==> config.mk <==
export PLATFORM = sky130hd
export DESIGN_NAME = hawk_pgrd_mngr_flat
export DESIGN_NICKNAME = d
export VERILOG_FILES = /design/src/rtl/hawk_pgrd_mngr_if.sv /design/src/rtl/hawk_pgrd_mngr.sv /design/src/flat_wrapper.sv
export SDC_FILE = /design/constraint.sdc
export NUM_CORES = 1
export LEC_CHECK = 0
export BUFFER_PORTS_ARGS = -buffer_cell sky130_fd_sc_hd__buf_2
export CORE_AREA = 2 2 460 462
export DETAILED_ROUTE_END_ITERATION = 10
export DIE_AREA = 0 0 462 464
export PLACE_DENSITY = 0.33
export SYNTH_ARGS = -nofsm -noshare
export SYNTH_HDL_FRONTEND = slang
export SYNTH_SLANG_ARGS = --single-unit
==> constraint.sdc <==
create_clock -name clk_i -period 4.2 [get_ports clk_i]
set_input_delay 0.21 -clock clk_i [delete_from_list [all_inputs] [get_ports clk_i]]
set_output_delay 0.21 -clock clk_i [all_outputs]
set_load 0.1 [all_outputs]
==> src/rtl/hawk_pgrd_mngr_if.sv <==
// Bundle of the request, AXI4 read-channel and consumer signals for the page read manager.
// master: the manager's view; slave: the view of the environment around it.
interface hawk_pgrd_mngr_if #(
   parameter int unsigned ADDR_W = 64,
   parameter int unsigned DATA_W = 512,
   parameter int unsigned ID_W   = 4
);
   // Read request
   logic              req_valid;
   logic              req_ready;
   logic [ADDR_W-1:0] req_addr;
   logic [6:0]        req_ncl;
   // AXI4 read address channel
   logic [ID_W-1:0]   m_axi_arid;
   logic [ADDR_W-1:0] m_axi_araddr;
   logic [7:0]        m_axi_arlen;
   logic [2:0]        m_axi_arsize;
   logic [1:0]        m_axi_arburst;
   logic              m_axi_arvalid;
   logic              m_axi_arready;
   // AXI4 read data channel
   logic [DATA_W-1:0] m_axi_rdata;
   logic [1:0]        m_axi_rresp;
   logic              m_axi_rlast;
   logic              m_axi_rvalid;
   logic              m_axi_rready;
   // Cacheline stream to the consumer
   logic [DATA_W-1:0] cl_data;
   logic              cl_valid;
   logic              cl_ready;
   logic              cl_last;
   // Completion status
   logic              done;
   logic              err;

   modport master (
      input  req_valid, req_addr, req_ncl,
      output req_ready,
      output m_axi_arid, m_axi_araddr, m_axi_arlen, m_axi_arsize, m_axi_arburst, m_axi_arvalid,
      input  m_axi_arready,
      input  m_axi_rdata, m_axi_rresp, m_axi_rlast, m_axi_rvalid,
      output m_axi_rready,
      output cl_data, cl_valid, cl_last,
      input  cl_ready,
      output done, err
   );

   modport slave (
      output req_valid, req_addr, req_ncl,
      input  req_ready,
      input  m_axi_arid, m_axi_araddr, m_axi_arlen, m_axi_arsize, m_axi_arburst, m_axi_arvalid,
      output m_axi_arready,
      output m_axi_rdata, m_axi_rresp, m_axi_rlast, m_axi_rvalid,
      input  m_axi_rready,
      input  cl_data, cl_valid, cl_last,
      output cl_ready,
      input  done, err
   );
endinterface

==> src/rtl/hawk_pgrd_mngr.sv <==
// Page read manager: splits a request for N cachelines into AXI4 INCR read bursts that never
// cross a 4 KB boundary, streams the returned lines to the consumer as a pure pass-through and
// reports completion with a sticky error flag.
module hawk_pgrd_mngr #(
   parameter int unsigned ADDR_W    = 64,
   parameter int unsigned DATA_W    = 512,
   parameter int unsigned ID_W      = 4,
   parameter int unsigned RD_ID     = 0,
   parameter int unsigned BURST_MAX = 16
) (
   input logic              clk_i,
   input logic              rst_ni,
   hawk_pgrd_mngr_if.master bus
);

   localparam logic [1:0] ST_IDLE = 2'd0;
   localparam logic [1:0] ST_AR   = 2'd1;
   localparam logic [1:0] ST_RD   = 2'd2;
   localparam logic [1:0] ST_DONE = 2'd3;

   localparam logic [6:0] BMAX = 7'(BURST_MAX);

   logic [1:0]        state_q, state_d;
   logic [ADDR_W-1:0] cur_addr_q, cur_addr_d;
   logic [6:0]        rem_q, rem_d;
   logic [6:0]        bcnt_q, bcnt_d;
   logic              err_q, err_d;
   logic [ADDR_W-1:0] araddr_q;
   logic [6:0]        arlen_q;
   logic [6:0]        room_d, blen_d;
   logic              in_rd, r_hs, ar_load;
   logic [DATA_W-1:0] rdata;

   assign in_rd   = (state_q == ST_RD);
   assign r_hs    = in_rd && bus.m_axi_rvalid && bus.cl_ready;
   // AR address/length are captured on every entry into AR so they stay stable under arvalid.
   assign ar_load = (state_d == ST_AR) && (state_q != ST_AR);

   // Next-state, address/remaining/beat bookkeeping and error accumulation.
   always_comb begin
      state_d    = state_q;
      cur_addr_d = cur_addr_q;
      rem_d      = rem_q;
      bcnt_d     = bcnt_q;
      err_d      = err_q;
      case (state_q)
         ST_IDLE: begin
            if (bus.req_valid) begin
               cur_addr_d = {bus.req_addr[ADDR_W-1:6], 6'b0};
               rem_d      = bus.req_ncl;
               err_d      = 1'b0;
               state_d    = (bus.req_ncl != 7'd0) ? ST_AR : ST_DONE;
            end
         end
         ST_AR: begin
            if (bus.m_axi_arready) begin
               bcnt_d  = arlen_q + 7'd1;
               state_d = ST_RD;
            end
         end
         ST_RD: begin
            if (r_hs) begin
               bcnt_d     = bcnt_q - 7'd1;
               rem_d      = rem_q - 7'd1;
               cur_addr_d = cur_addr_q + ADDR_W'(64);
               if (bus.m_axi_rresp != 2'b00) err_d = 1'b1;
               // rlast must coincide exactly with the counted final beat
               if (bus.m_axi_rlast != (bcnt_q == 7'd1)) err_d = 1'b1;
               if (bcnt_q == 7'd1) state_d = (rem_q != 7'd1) ? ST_AR : ST_DONE;
            end
         end
         default: state_d = ST_IDLE;
      endcase
      // Burst length for the AR about to be issued: min(rem, BURST_MAX, lines left in the page)
      room_d = 7'd64 - {1'b0, cur_addr_d[11:6]};
      blen_d = rem_d;
      if (blen_d > BMAX)   blen_d = BMAX;
      if (blen_d > room_d) blen_d = room_d;
   end

   // State and bookkeeping registers.
   always_ff @(posedge clk_i or negedge rst_ni) begin
      if (!rst_ni) begin
         state_q    <= ST_IDLE;
         cur_addr_q <= '0;
         rem_q      <= '0;
         bcnt_q     <= '0;
         err_q      <= 1'b0;
      end else begin
         state_q    <= state_d;
         cur_addr_q <= cur_addr_d;
         rem_q      <= rem_d;
         bcnt_q     <= bcnt_d;
         err_q      <= err_d;
      end
   end

   // Registered AR payload, loaded when a new burst is about to be requested.
   always_ff @(posedge clk_i or negedge rst_ni) begin
      if (!rst_ni) begin
         araddr_q <= '0;
         arlen_q  <= '0;
      end else if (ar_load) begin
         araddr_q <= cur_addr_d;
         arlen_q  <= blen_d - 7'd1;
      end
   end

   assign bus.req_ready     = (state_q == ST_IDLE);
   assign bus.m_axi_arid    = ID_W'(RD_ID);
   assign bus.m_axi_araddr  = araddr_q;
   assign bus.m_axi_arlen   = {1'b0, arlen_q};
   assign bus.m_axi_arsize  = 3'd6;
   assign bus.m_axi_arburst = 2'b01;
   assign bus.m_axi_arvalid = (state_q == ST_AR);
   assign bus.m_axi_rready  = in_rd && bus.cl_ready;

   assign rdata             = bus.m_axi_rdata;
   assign bus.cl_data       = rdata;
   assign bus.cl_valid      = in_rd && bus.m_axi_rvalid;
   assign bus.cl_last       = in_rd && (rem_q == 7'd1);
   assign bus.done          = (state_q == ST_DONE);
   assign bus.err           = err_q;

endmodule

==> src/flat_wrapper.sv <==
// flat-port wrapper written by rule: the top's interface ports become plain ports
module hawk_pgrd_mngr_flat 
#(
   parameter int unsigned ADDR_W    = 64,
   parameter int unsigned DATA_W    = 512,
   parameter int unsigned ID_W      = 4,
   parameter int unsigned RD_ID     = 0,
   parameter int unsigned BURST_MAX = 16
)
  (clk_i, rst_ni, bus_req_valid, bus_req_addr, bus_req_ncl, bus_req_ready, bus_m_axi_arid, bus_m_axi_araddr, bus_m_axi_arlen, bus_m_axi_arsize, bus_m_axi_arburst, bus_m_axi_arvalid, bus_m_axi_arready, bus_m_axi_rdata, bus_m_axi_rresp, bus_m_axi_rlast, bus_m_axi_rvalid, bus_m_axi_rready, bus_cl_data, bus_cl_valid, bus_cl_last, bus_cl_ready, bus_done, bus_err);
  hawk_pgrd_mngr_if #(.ADDR_W(ADDR_W), .DATA_W(DATA_W), .ID_W(ID_W)) bus_i ();
  input logic clk_i;
  input logic rst_ni;
  input wire logic [$bits(bus_i.req_valid)-1:0] bus_req_valid;
  input wire logic [$bits(bus_i.req_addr)-1:0] bus_req_addr;
  input wire logic [$bits(bus_i.req_ncl)-1:0] bus_req_ncl;
  output wire logic [$bits(bus_i.req_ready)-1:0] bus_req_ready;
  output wire logic [$bits(bus_i.m_axi_arid)-1:0] bus_m_axi_arid;
  output wire logic [$bits(bus_i.m_axi_araddr)-1:0] bus_m_axi_araddr;
  output wire logic [$bits(bus_i.m_axi_arlen)-1:0] bus_m_axi_arlen;
  output wire logic [$bits(bus_i.m_axi_arsize)-1:0] bus_m_axi_arsize;
  output wire logic [$bits(bus_i.m_axi_arburst)-1:0] bus_m_axi_arburst;
  output wire logic [$bits(bus_i.m_axi_arvalid)-1:0] bus_m_axi_arvalid;
  input wire logic [$bits(bus_i.m_axi_arready)-1:0] bus_m_axi_arready;
  input wire logic [$bits(bus_i.m_axi_rdata)-1:0] bus_m_axi_rdata;
  input wire logic [$bits(bus_i.m_axi_rresp)-1:0] bus_m_axi_rresp;
  input wire logic [$bits(bus_i.m_axi_rlast)-1:0] bus_m_axi_rlast;
  input wire logic [$bits(bus_i.m_axi_rvalid)-1:0] bus_m_axi_rvalid;
  output wire logic [$bits(bus_i.m_axi_rready)-1:0] bus_m_axi_rready;
  output wire logic [$bits(bus_i.cl_data)-1:0] bus_cl_data;
  output wire logic [$bits(bus_i.cl_valid)-1:0] bus_cl_valid;
  output wire logic [$bits(bus_i.cl_last)-1:0] bus_cl_last;
  input wire logic [$bits(bus_i.cl_ready)-1:0] bus_cl_ready;
  output wire logic [$bits(bus_i.done)-1:0] bus_done;
  output wire logic [$bits(bus_i.err)-1:0] bus_err;
  assign bus_i.req_valid = bus_req_valid;
  assign bus_i.req_addr = bus_req_addr;
  assign bus_i.req_ncl = bus_req_ncl;
  assign bus_req_ready = bus_i.req_ready;
  assign bus_m_axi_arid = bus_i.m_axi_arid;
  assign bus_m_axi_araddr = bus_i.m_axi_araddr;
  assign bus_m_axi_arlen = bus_i.m_axi_arlen;
  assign bus_m_axi_arsize = bus_i.m_axi_arsize;
  assign bus_m_axi_arburst = bus_i.m_axi_arburst;
  assign bus_m_axi_arvalid = bus_i.m_axi_arvalid;
  assign bus_i.m_axi_arready = bus_m_axi_arready;
  assign bus_i.m_axi_rdata = bus_m_axi_rdata;
  assign bus_i.m_axi_rresp = bus_m_axi_rresp;
  assign bus_i.m_axi_rlast = bus_m_axi_rlast;
  assign bus_i.m_axi_rvalid = bus_m_axi_rvalid;
  assign bus_m_axi_rready = bus_i.m_axi_rready;
  assign bus_cl_data = bus_i.cl_data;
  assign bus_cl_valid = bus_i.cl_valid;
  assign bus_cl_last = bus_i.cl_last;
  assign bus_i.cl_ready = bus_cl_ready;
  assign bus_done = bus_i.done;
  assign bus_err = bus_i.err;
  hawk_pgrd_mngr #(.ADDR_W(ADDR_W), .DATA_W(DATA_W), .ID_W(ID_W), .RD_ID(RD_ID), .BURST_MAX(BURST_MAX)) u_core (.clk_i(clk_i), .rst_ni(rst_ni), .bus(bus_i));
endmodule
; ---- Yosys cells after proc, flatten, opt, wreduce, memory -nomap -nowiden
; Cells that the tools add are included.
[totals]
register_bits = 152
inputBits = 592
word_cells = 63
[classes]
mux = 23
add_sub_neg = 6
n_lt_le_gt_ge = 2
reduce_logical = 12
n_eq_ne = 13
[op_table]
columns = op, n
row1 = $mux W64, 2
row2 = $pmux W64 S2, 1
row3 = $add A64 B7 Y64 const B, 1
row4 = $mux W7, 6
row5 = $pmux W7 S2, 2
row6 = $sub A7 B1 Y7 const B, 3
row7 = $eq A7 B1 Y1 const B, 2
row8 = $mux W2, 6
row9 = $add A7 B1 Y7 const B, 1
row10 = $gt A7 B5 Y1 const B, 1
row11 = $gt A7 B7 Y1, 1
row12 = $ne A7 B1 Y1 const B, 1
row13 = $reduce_bool A7 Y1, 1
row14 = $sub A7 B6 Y7 const A, 1
row15 = $pmux W2 S3, 1
row16 = $reduce_bool A2 Y1, 3
row17 = $logic_and A1 B1 Y1, 5
row18 = $eq A2 B1 Y1 const B, 2
row19 = $eq A2 B2 Y1 const B, 2
row20 = $mux W1, 4
row21 = $ne A2 B1 Y1 const B, 2
row22 = $ne A2 B2 Y1 const B, 2
row23 = $reduce_and A4 Y1, 1
row24 = $ne A3 B3 Y1 const B, 1
row25 = 4 further kinds, 4

; ---- Longest topological paths before layout
; Gate-level depths: netlist of run 1.
[depth]
word_depth = 10
depth_mapped = 20
mapped_depth_nobuf = 18

; ---- Worst setup path after synthesis of run 1
; Ideal clock, no wire load.
[synth_timing]
path_type = register to register
start = register u_core.state_q[1]
end = register u_core.arlen_q[6]
path_buffers = 2
setup_ps = 71
slack_ps = -658
t_arrival_ps = 4787
period_less_slack_ps = 4858
path_stages_with_launch = 19
cell_sequence = dfrtp_1 -> buf_8 -> buf_6 -> nor2_1 -> a221oi_2 -> o311ai_2 -> nor3_2 -> inv_2 -> nor2_1 -> ha_1 -> a21oi_1 -> a21oi_1 -> o31ai_4 -> nor2_1 -> a31oi_1 -> ha_1 -> nand3b_2 -> or4_1 -> nand3_1
[synth_via]
elab_cells_between_ends = 23
cone_classes = add/sub: 2 / order compare: 2 / eq/ne: 4 / mux: 11 / reduce/logical: 4
[synth_rtl]
columns = element, line
row1 = start: declaration, hawk_pgrd_mngr.sv:23  ; logic [1:0] state_q, state_d;
row2 = start signal: assignment, hawk_pgrd_mngr.sv:90  ; state_q <= state_d;
row3 = $logic_not A2 Y1 (*), --
row4 = net bus_req_ready, flat_wrapper.sv:17  ; output wire logic [$bits(bus_i.req_ready)-1:0] bus_req_ready;
row5 = $pmux W7 S2 (*), hawk_pgrd_mngr.sv:46  ; case (state_q)
row6 = net u_core.rem_d[6], hawk_pgrd_mngr.sv:25  ; logic [6:0] rem_q, rem_d;
row7 = $gt A7 B5 Y1, hawk_pgrd_mngr.sv:77  ; if (blen_d > BMAX) blen_d = BMAX;
row8 = $mux W7 (*), hawk_pgrd_mngr.sv:77
row9 = $gt A7 B7 Y1, hawk_pgrd_mngr.sv:78  ; if (blen_d > room_d) blen_d = room_d;
row10 = $mux W7 (*), hawk_pgrd_mngr.sv:78
row11 = $sub A7 B1 Y7 (*), hawk_pgrd_mngr.sv:105  ; arlen_q <= blen_d - 7'd1;
row12 = end signal: assignment, hawk_pgrd_mngr.sv:105
row13 = end: declaration, hawk_pgrd_mngr.sv:29  ; logic [6:0] arlen_q;
; The timed path passes the listed nets; every way through them passes the cells marked *.
; A chain may end at the register's enable or synchronous reset.

; ---- Final worst setup path of run 1
[layout_timing]
start = register u_core.state_q[0]
end = register u_core.arlen_q[6]
[layout_via]
elab_chain_len = 10
elab_cells_between_ends = 23
cone_classes = add/sub: 2 / order compare: 2 / eq/ne: 4 / mux: 11 / reduce/logical: 4
[layout_lines]
columns = element, line
row1 = $eq A2 B2 Y1, "hawk_pgrd_mngr.sv:34, hawk_pgrd_mngr.sv:46"
row2 = $logic_and A1 B1 Y1 (2 in series), hawk_pgrd_mngr.sv:35  ; assign r_hs = in_rd && bus.m_axi_rvalid && bus.cl_ready;
row3 = $mux W7, hawk_pgrd_mngr.sv:62  ; if (r_hs) begin
row4 = $pmux W7 S2 (*), hawk_pgrd_mngr.sv:46
row5 = net u_core.rem_d[6], hawk_pgrd_mngr.sv:25
row6 = $gt A7 B5 Y1, hawk_pgrd_mngr.sv:77
row7 = $mux W7 (*), hawk_pgrd_mngr.sv:77
row8 = $gt A7 B7 Y1, hawk_pgrd_mngr.sv:78
row9 = $mux W7 (*), hawk_pgrd_mngr.sv:78
row10 = $sub A7 B1 Y7 (*), hawk_pgrd_mngr.sv:105
; Marks and branches as above.

==> results.yml, run 1 <==
status:
  status: "completed"
critical_path:
  worstSetupEndpointType: "register"
  cp_slowest_stage_delay_ns: 0.50
  path_class: "reg -> reg"
  cp.required_ns: 4.60
  cp_slowest_cell: "or4_4"
  path_cells: "buf_12, nand4b_4, o311ai_2, o311ai_4, a2111oi_2, ha_1, nand4_1, a21oi_2, o31a_2, and2_2, a221oi_4, nand3b_4, or4_4, nand3_1"
  crit_buf_inv: 1
  crit_arrival_ns: 4.46
  cp_top_family: "compound AO/OA/AOI/OAI gates"
  cp-start-kind: "register"
  worst-path-max-fanout: 9
placement:
  numPortBuffers: 151
  dp_slack_ns: 0.0454
  dp.cells: 3902
  globalplace.congestion: 0.887
  dp_hpwl_um: 130000
sta:
  maxSlewHeadroom: 0.525
  max_slew.worst_pin.slew_ns: 0.705
  fin_skew_ns: 0.0142
  min_period_over_period: 0.966
  max_freq_mhz: 246
  fin_crit_ns: 4.06
  rsz0062_at_grt: "yes"
  final-setup-viol-count: 0
  fin_setup_tns_ns: 0
  holdWs_ns: 0.0339
  slew_viol_final: 0
  finalWorstSetupSlack_ns: 0.143
  finalHoldViolCount: 0
layout:
  diodes: 0
  final_cells: 3942
  areaGrowthSynthToFinish_pct: 10.8
  nets: 1731
  drive_gt1_frac: 0.320
synthesis:
  synth_edf_count: 0
  synthTopCellsByArea: "buf_4, dfrtp_1, mux2_2, nand2_1, a21oi_1"
  synth.most_common_cell: "buf_4"
  mappedNetlistArea_um2: 12800
  synth_commonest_cells: "buf_4, dfrtp_1, nand2_1"
  avgSynthCellArea_um2: 8.76
  netlist_instances: 1456
  ys_seq_area_frac: 0.298
  yosysTopAreaCell: "buf_4"
  synth_top_area_frac: 0.310
  ys.warnings.count: 0
  yosys_most_used_dff: "dfrtp_1"
  synthDistinctLibCells: 94
  async_reset_ff_frac: 1.00
  synth_seq_cells: 152
floorplanning:
  die_x_um: 462
  core_area_um2: 209000
  fp.dieArea_um2: 214000
  pin_count: 1192
  die_h_um: 464
  rows: 168
  initial_utilization: 0.0610
cts:
  clkTransAtPathRegs_ns: 0.07
  cts_sinks: 152
  worstSkewPairLatency_ns: 0.46
  clock_path_buffers: 2
  clockRootBuffer: "clkbuf_16"
  htree_num_levels: 4
  numCtsBuffers: 17
  cts_tree: "done"
detailed_routing:
  avgViaCountPerCell: 2.31
  routed_wl_um: 140000
  firstDrtPassIters: 5
  ant_nets: 0
  drt_iter0_markers: 568
  avgRoutedWirePerCell_um: 35.5
  vias: 9110
  post-route-drc-count: 0
grt:
  antenna_found_initial: 17
  grt-ovfl-total: 0
  grt_pass1_vias: 8720
  grt_start_max_net_pins: 98
  grt_pass1_wl_um: 159000
  grt_usage: 0.125
power:
  ir_drop_mv: 0.474
  power_density_nw_per_um2: 851
  p_leak_nw: 5.18
hold_path:
  holdCritPathClass: "in -> reg"
job:
  maxCapViolations: 0
[per-layer routing]
metal,wire length (um),global-route usage
met5,301,0.00950
met4,2220,0.0212
met3,41700,0.169
met2,70500,0.222
met1,25400,0.0667
[final cells by class]
| class | instances | area [um^2] |
|---|---|---|
| Clock inverter | 15 | 166 |
| Timing Repair Buffer | 220 | 1340 |
| Fill cell | 24583 | 195000 |
| Clock buffer | 17 | 425 |
| Multi-Input combinational cell | 707 | 4790 |
| Inverter | 26 | 98.8 |
| Tap cell | 2805 | 3510 |
| Sequential cell | 152 | 3810 |
[state kept, by name (all words and copies together), names as in the netlist]
| register | cells |
|---|---|
| u_core.rem_q | 7 |
| u_core.state_q | 2 |
| u_core.bus.err | 1 |
| u_core.cur_addr_q | 64 |
| u_core.bus.m_axi_araddr | 64 |
| u_core.arlen_q | 7 |
| u_core.bcnt_q | 7 |
[worst reg2reg max path: cells and delay by family (launching register included)]
family	cells	cell delay, ns
adder cells (fa/ha/maj)	1	0.31
AND/OR/NAND/NOR	6	1.29
buffers and inverters	1	0.14
flip-flops	1	0.44
AO/OA/AOI/OAI	6	1.81
[cells by family after synthesis]
logic type                 count (synthesis)  synth area share
xor gates and xnor gates                  20            0.0137
AOI/OAI and AO/OA                        237             0.130
muxes                                     62            0.0531
and+or+nand+nor                          361             0.150
buffers and inverters                    607             0.340
other                                      2          0.000589
DFF                                      152             0.298
adders and majority gates                 15            0.0147
[final timing paths]
| kind | from | to | slack (ns) | depth (start not counted) |
|---|---|---|---|---|
| max | u_core.state_q[0] | u_core.arlen_q[6] | 0.14 | 14 |
| min | bus_req_ncl[4] | u_core.rem_q[4] | 0.03 | 3 |
| max reg2reg | u_core.state_q[0] | u_core.arlen_q[6] | 0.14 | 14 |
| min reg2reg | u_core.bus.m_axi_araddr[42] | u_core.bus.m_axi_araddr[42] | 0.47 | 2 |
| max in group asynchronous | rst_ni | u_core.state_q[1] | 2.90 | 3 |
| min in group asynchronous | rst_ni | u_core.bus.m_axi_araddr[44] | 0.27 | 2 |
[metrics by stage]
stage / utilization / cell area [um^2] / power [mW]
finish: 0.0676 / 14100 / 12.0
detailed placement: 0.0638 / 13300 / 10.4
global route: 0.0676 / 14100 / 12.8
global placement: 0.0638 / 13300 / 10.4
floorplan: - / 12800 / 10.2
CTS: 0.0667 / 13900 / 12.1
[where the power goes]
group	leakage, nW	switching (mW)	internal (mW)
Combinational	3.04	5.39	2.19
Clock	0.287	0.749	0.889
Sequential	1.85	0.675	2.14
Total	5.18	6.81	5.22
[placed cells by master (no fill, tap or decap), types with 8 or more instances in the layout]
| cell | count |
|---|---|
| ha_1 | 12 |
| buf_2 | 150 |
| buf_4 | 63 |
| xnor2_1 | 12 |
| nand2_1 | 128 |
| nor2b_1 | 14 |
| nand3_1 | 36 |
| nor3_1 | 9 |
| o22ai_1 | 30 |
| a21oi_1 | 72 |
| o21ai_0 | 29 |
| nor2_1 | 61 |
| a221o_1 | 8 |
| and3_1 | 22 |
| and2_1 | 14 |
| clkbuf_16 | 17 |
| o22a_1 | 13 |
| o211ai_1 | 8 |
| inv_1 | 24 |
| nand4_1 | 13 |
| dfrtp_1 | 150 |
| a21o_1 | 12 |
| conb_1 | 12 |
| mux2_2 | 43 |
| mux2i_1 | 17 |
[repair_timing]
item | in CTS | in global routing
setup endpoints to repair | 0 | 5
gates resized for setup | 0 | 25
setup buffers | 0 | 7
hold buffers | 1 | 0
hold endpoints to repair | 55 | 0
Power figures use the tool's default switching activity.
==> run 2, diff against run 1 <==
--- a/config.mk
+++ b/config.mk
@@ -9,7 +9,7 @@
 export CORE_AREA = 2 2 460 462
 export DETAILED_ROUTE_END_ITERATION = 10
 export DIE_AREA = 0 0 462 464
-export PLACE_DENSITY = 0.33
+export PLACE_DENSITY_LB_ADDON = 0.1
 export SYNTH_ARGS = -nofsm -noshare
 export SYNTH_HDL_FRONTEND = slang
 export SYNTH_SLANG_ARGS = --single-unit
==> run 2 against run 1 <==
Cell area increased by 2.0%. Register-to-register slack got worse by 0.08 ns. Critical path depth increased by 2. Sequential share of layout area decreased by 0.50 points. Non-clock buffer count increased by 39. Sequential power increased by 2%. Wire length decreased by 11%. Final cell count increased by 1.0%. Maximum frequency decreased by 1.9%. Clock skew increased by 0.0019 ns. Global-route usage decreased by 1.2 points. First-iteration DRC count decreased by 23%. Largest power group unchanged.
==> results.yml, run 2 (synthesis results as in run 1) <==
floorplanning:
  fp.dieArea_um2: 214000
  die_x_um: 462
  rows: 168
  core_area_um2: 209000
  pin_count: 1192
  initial_utilization: 0.0610
  die_h_um: 464
grt:
  grt-ovfl-total: 0
  grt_pass1_wl_um: 147000
  grt_start_max_net_pins: 62
  grt_pass1_vias: 9359
  grt_usage: 0.113
  antenna_found_initial: 16
layout:
  multi_input_area_um2: 4740
  fillers: 24556
  nets: 1770
  areaGrowthSynthToFinish_pct: 13.0
  final_cells: 3983
  layout_common_cells: "buf_2, dfrtp_1, nand2_1"
  final-seq-area_um2: 3810
  drive_gt1_frac: 0.335
placement:
  globalplace.congestion: 0.731
  dp_slack_ns: -0.135
  dp_hpwl_um: 113000
  numPortBuffers: 151
  dp.cells: 3940
critical_path:
  reg2reg_from: "u_core.state_q[0]"
  cp_slowest_cell: "or4_1"
  path_cells: "buf_12, nor3b_4, buf_8, a22oi_1, and2_1, buf_4, xnor2_1, ha_1, a21oi_1, a21oi_2, o31a_2, and2_2, a221oi_4, nand3b_2, or4_1, nand3_1"
  cp_top_family: "simple AND/OR/NAND/NOR gates"
  cp.required_ns: 4.65
  r2r_slack_ns: 0.06
  path_class: "reg -> reg"
  crit_arrival_ns: 4.58
  worstSetupEndpointType: "register"
  crit_buf_inv: 3
  cp_slowest_stage_delay_ns: 0.51
  startpoint: "u_core.state_q[0]"
  worst-path-max-fanout: 13
  cp-start-kind: "register"
sta:
  max_freq_mhz: 242
  slew_viol_final: 0
  finalWorstSetupSlack_ns: 0.0642
  max_slew.worst_pin.slew_ns: 0.758
  maxSlewHeadroom: 0.498
  min_period_over_period: 0.985
  rsz0062_at_grt: "yes"
  fin_skew_ns: 0.0161
  fin_crit_ns: 4.14
  final-setup-viol-count: 0
  finalHoldViolCount: 0
job:
  maxCapViolations: 0
cts:
  htree_num_levels: 4
  cts_tree: "done"
  clockRootBuffer: "clkbuf_16"
  numCtsBuffers: 17
  clkTransAtPathRegs_ns: 0.08
  cts_sinks: 152
  clock_path_buffers: 2
  worstSkewPairLatency_ns: 0.51
detailed_routing:
  avgRoutedWirePerCell_um: 31.4
  post-route-drc-count: 0
  ant_nets: 0
  firstDrtPassIters: 4
  vias: 8952
  drt_iter0_markers: 438
  routed_wl_um: 125000
  avgViaCountPerCell: 2.25
power:
  p_leak_nw: 5.34
  power_density_nw_per_um2: 870
  ir_drop_mv: 0.424
status:
  status: "completed"
hold_path:
  hp-start: "bus_m_axi_arready"
  holdCritPathClass: "in -> reg"
[run 2: changes by cell type in the layout (fill, tap and decap cells not counted), moves of 2 or more]
cell	change
clkbuf_8	+3
ha_1	+2
clkinvlp_4	-2
dlygate4sd3_1	+2
buf_6	-2
diode_2	+2
nor2_2	-2
buf_4	+38
[run 2: worst register-to-register path: cells and delay by family, from the launching register on]
| kind | cells | cell delay (ns) |
|---|---|---|
| simple gates | 6 | 1.42 |
| compound gates | 5 | 1.14 |
| buf+inv | 3 | 0.56 |
| flops | 1 | 0.44 |
| fa+ha+maj | 1 | 0.30 |
| xor+xnor | 1 | 0.22 |
[run 2: stage by stage]
stage	power (mW)	util	TNS, ns	cell area (um^2)	hold WS [ns]
5_1_grt	13.4	0.0689	-0.305	14400	0.0426
6_report	12.5	0.0689	0	14400	0.0589
3_5_place_dp	10.9	0.0652	-0.247	13600	0.263
2_1_floorplan	10.2	-	0	12800	-0.0856
4_1_cts	12.8	0.0684	0	14300	0.00386
3_3_place_gp	11.0	0.0652	-0.240	13600	0.256
[run 2: report_power, final]
group,switching (mW),total (mW),internal (mW),leakage [nW]
logic,5.51,7.87,2.36,3.19
clock network,0.807,1.78,0.976,0.306
registers,0.742,2.89,2.14,1.85
total,7.06,12.5,5.48,5.34
[run 2: final timing paths]
path                                                to  cells after the start
min in group asynchronous  u_core.bus.m_axi_araddr[56]                      2
min                                  u_core.state_q[0]                      3
max in group asynchronous  u_core.bus.m_axi_araddr[37]                      3
max                                  u_core.arlen_q[6]                     16
min reg2reg                 u_core.bus.m_axi_araddr[9]                      2
max reg2reg                          u_core.arlen_q[6]                     16
[run 2: cell type report]
| type | instances | area share |
|---|---|---|
| Sequential cell | 152 | 0.264 |
| Antenna cell | 2 | 0.000347 |
| Clock buffer | 20 | 0.0317 |
| Inverter | 26 | 0.00686 |
| Tap cell | 2805 | 0.244 |
| Timing Repair Buffer | 259 | 0.113 |
| Clock inverter | 12 | 0.0115 |
| Multi-Input combinational cell | 707 | 0.329 |
[run 2: routing by layer]
layer / up-vias / track usage / part of all wire
met4: 16 / 0.0271 / 0.018
li1: 3830 / - / -
met2: 832 / 0.183 / 0.46
met3: 125 / 0.157 / 0.30
met5: - / 0.00837 / 0.0023
met1: 4149 / 0.0699 / 0.22
[run 2: repair_timing]
item	CTS	global route
pin swaps	1	12
setup endpoints to repair	2	4
hold buffers	3	0
gates resized for setup	3	15
setup buffers	0	6
hold endpoints to repair	56	0
==> run 3, diff against run 2 <==
--- a/config.mk
+++ b/config.mk
@@ -5,10 +5,11 @@
 export SDC_FILE = /design/constraint.sdc
 export NUM_CORES = 1
 export LEC_CHECK = 0
+export ABC_AREA = 1
 export BUFFER_PORTS_ARGS = -buffer_cell sky130_fd_sc_hd__buf_2
-export CORE_AREA = 2 2 460 462
+export CORE_AREA = 2 2 468 470
 export DETAILED_ROUTE_END_ITERATION = 10
-export DIE_AREA = 0 0 462 464
+export DIE_AREA = 0 0 470 472
 export PLACE_DENSITY_LB_ADDON = 0.1
 export SYNTH_ARGS = -nofsm -noshare
 export SYNTH_HDL_FRONTEND = slang
==> run 3 against run 2 <==
Sequential cell count unchanged. Final cell count grew 8.4%. Critical endpoint is now u_core.arlen_q[5]. Sequential power down 7.6%. Synthesized area up 0.47%. Worst hold slack got worse by 0.014 ns. Register-to-register slack better by 0.38 ns. Power decreased by 6.7%. Synthesized cell count is 20% higher. Critical path type unchanged. Non-clock buffer count shrank 15. Die area increased by 3.5%.
==> results.yml, run 3 <==
status:
  status: "completed"
sta:
  fin_crit_ns: 3.75
  fin_setup_tns_ns: 0
  final-setup-viol-count: 0
  holdWs_ns: 0.0447
  rsz0062_at_grt: "no"
  maxSlewHeadroom: 0.364
  max_slew.worst_pin.slew_ns: 0.954
  finalHoldViolCount: 0
  fin_skew_ns: 0.0193
  max_freq_mhz: 266
  slew_viol_final: 0
  finalWorstSetupSlack_ns: 0.446
  min_period_over_period: 0.894
floorplanning:
  die_x_um: 470
  rows: 171
  fp.dieArea_um2: 222000
  pin_count: 1192
  die_h_um: 472
  initial_utilization: 0.0592
  core_area_um2: 217000
cts:
  worstSkewPairLatency_ns: 0.54
  htree_num_levels: 4
  numCtsBuffers: 17
  cts_sinks: 152
  clkTransAtPathRegs_ns: 0.08
  cts_tree: "done"
  clockRootBuffer: "clkbuf_16"
  clock_path_buffers: 2
layout:
  layout_common_cells: "nand2_1, dfrtp_1, buf_2"
  final_cells: 4319
  final_cell_area_um2: 14500
  final_common_cell: "nand2_1"
  areaGrowthSynthToFinish_pct: 13.3
  nets: 2059
  drive_gt1_frac: 0.204
  final_core_util: 0.0671
hold_path:
  holdCritPathClass: "in -> reg"
grt:
  grt_pass1_vias: 10507
  grt_pass1_wl_um: 142000
  grt-ovfl-total: 0
  antenna_found_initial: 2
  grt_usage: 0.102
  grt_start_max_net_pins: 60
detailed_routing:
  ant_nets: 0
  drt_iter0_markers: 411
  post-route-drc-count: 0
  avgRoutedWirePerCell_um: 26.8
  routed_wl_um: 116000
  firstDrtPassIters: 4
  vias: 9581
  avgViaCountPerCell: 2.22
placement:
  dp_hpwl_um: 104000
  placed_area_um2: 13600
  numPortBuffers: 151
  globalplace.congestion: 0.896
  dp_slack_ns: 0.183
  dp.cells: 4260
synthesis:
  yosysTopAreaCell: "buf_4"
  synth_edf_count: 0
  yosys_most_used_dff: "dfrtp_1"
  ys_seq_area_frac: 0.297
  synth_top_area_frac: 0.307
  async_reset_ff_frac: 1.00
  synthTopCellsByArea: "buf_4, dfrtp_1, nand2_1, inv_1, nand3_1"
  synthDistinctLibCells: 47
  ys.warnings.count: 0
  avgSynthCellArea_um2: 7.36
  netlist_instances: 1740
  synth_seq_cells: 152
  synth.most_common_cell: "buf_4"
  mappedNetlistArea_um2: 12800
  synth_commonest_cells: "buf_4, nand2_1, dfrtp_1"
critical_path:
  r2r_slack_ns: 0.45
  rr_worst_depth: 26
  worst-path-max-fanout: 6
  cp-start-kind: "register"
  crit_end: "u_core.arlen_q[5]"
  reg2reg_to: "u_core.arlen_q[5]"
  cp.required_ns: 4.62
  path_class: "reg -> reg"
  startpoint: "u_core.state_q[0]"
  crit_arrival_ns: 4.18
  reg2reg_from: "u_core.state_q[0]"
  worstSetupEndpointType: "register"
power:
  ir_drop_mv: 0.554
  power_density_nw_per_um2: 805
  p_leak_nw: 5.80
  finalPower_mw: 11.7
job:
  maxCapViolations: 0
run 3: how the worst min path moves through the flow:
stage / from / to / slack [ns] / depth (start not counted)
2_1_floorplan: rst_ni / u_core.arlen_q[0] / -0.09 / 0
4_1_cts: bus_req_addr[40] / u_core.cur_addr_q[40] / 0.002 / 3
5_1_grt: bus_req_addr[51] / u_core.cur_addr_q[51] / 0.009 / 3
6_report: bus_req_addr[40] / u_core.cur_addr_q[40] / 0.04 / 3
3_3_place_gp: rst_ni / u_core.bus.m_axi_araddr[3] / 0.29 / 1
3_5_place_dp: rst_ni / u_core.bus.m_axi_araddr[3] / 0.27 / 1
run 3: critical path, cell delays in order, from the launching register on:
cell and delay (ns):
dfrtp_2 0.46, inv_4 0.11, nand3_2 0.10, nor2_4 0.20, nand2_2 0.13, a21oi_4 0.18, ha_2 0.21, nand3_2 0.12
nor2_1 0.14, nand2_1 0.10, inv_1 0.08, nand2_1 0.06, ha_1 0.30, nand2_1 0.09, nor2_1 0.07, nand2_1 0.07
o211ai_1 0.12, nand2_2 0.16, inv_1 0.07, buf_4 0.15, nand3_1 0.10, nand2_1 0.09, buf_4 0.14, nor2_1 0.14
nand4_1 0.11, nand3_1 0.10, nand2_1 0.05
run 3: logic make-up after synthesis:
| kind of cell | after synthesis | share of synthesized area |
|---|---|---|
| AO/OA/AOI/OAI | 125 | 0.0628 |
| XOR/XNOR | 40 | 0.0273 |
| adder cells (fa/ha/maj) | 15 | 0.0146 |
| buffers and inverters | 703 | 0.362 |
| flip-flops | 152 | 0.297 |
| other | 2 | 0.000586 |
| AND/OR/NAND/NOR | 703 | 0.236 |
run 3: layout make-up:
type                            instances  area, um^2
Antenna cell                            1        2.50
Clock buffer                           18         439
Clock inverter                         13         135
Fill cell                           25674      202000
Inverter                              142         538
Multi-Input combinational cell        895        4460
Sequential cell                       152        3800
Tap cell                             2854        3570
Timing Repair Buffer                  244        1570
run 3: power breakdown:
group	switching (mW)	internal (mW)	leakage [nW]
sequential	0.584	2.08	1.93
clock	0.904	0.847	0.287
combinational	5.55	1.73	3.58
total	7.04	4.66	5.80
run 3: routing by layer:
metal  vias to the layer above  share of wire  GRT usage
met3                        85           0.21      0.103
li1                       4378              -          -
met5                         -        0.00061    0.00216
met1                      4404           0.23     0.0661
met2                       712           0.54      0.196
met4                         2          0.014     0.0196
run 3: what timing repair did:
action	in CTS	in global routing
hold buffers	27	0
buffers inserted	0	0
gates resized for setup	0	12
endpoints found under the setup margin	0	5
endpoints found under the hold margin	81	0
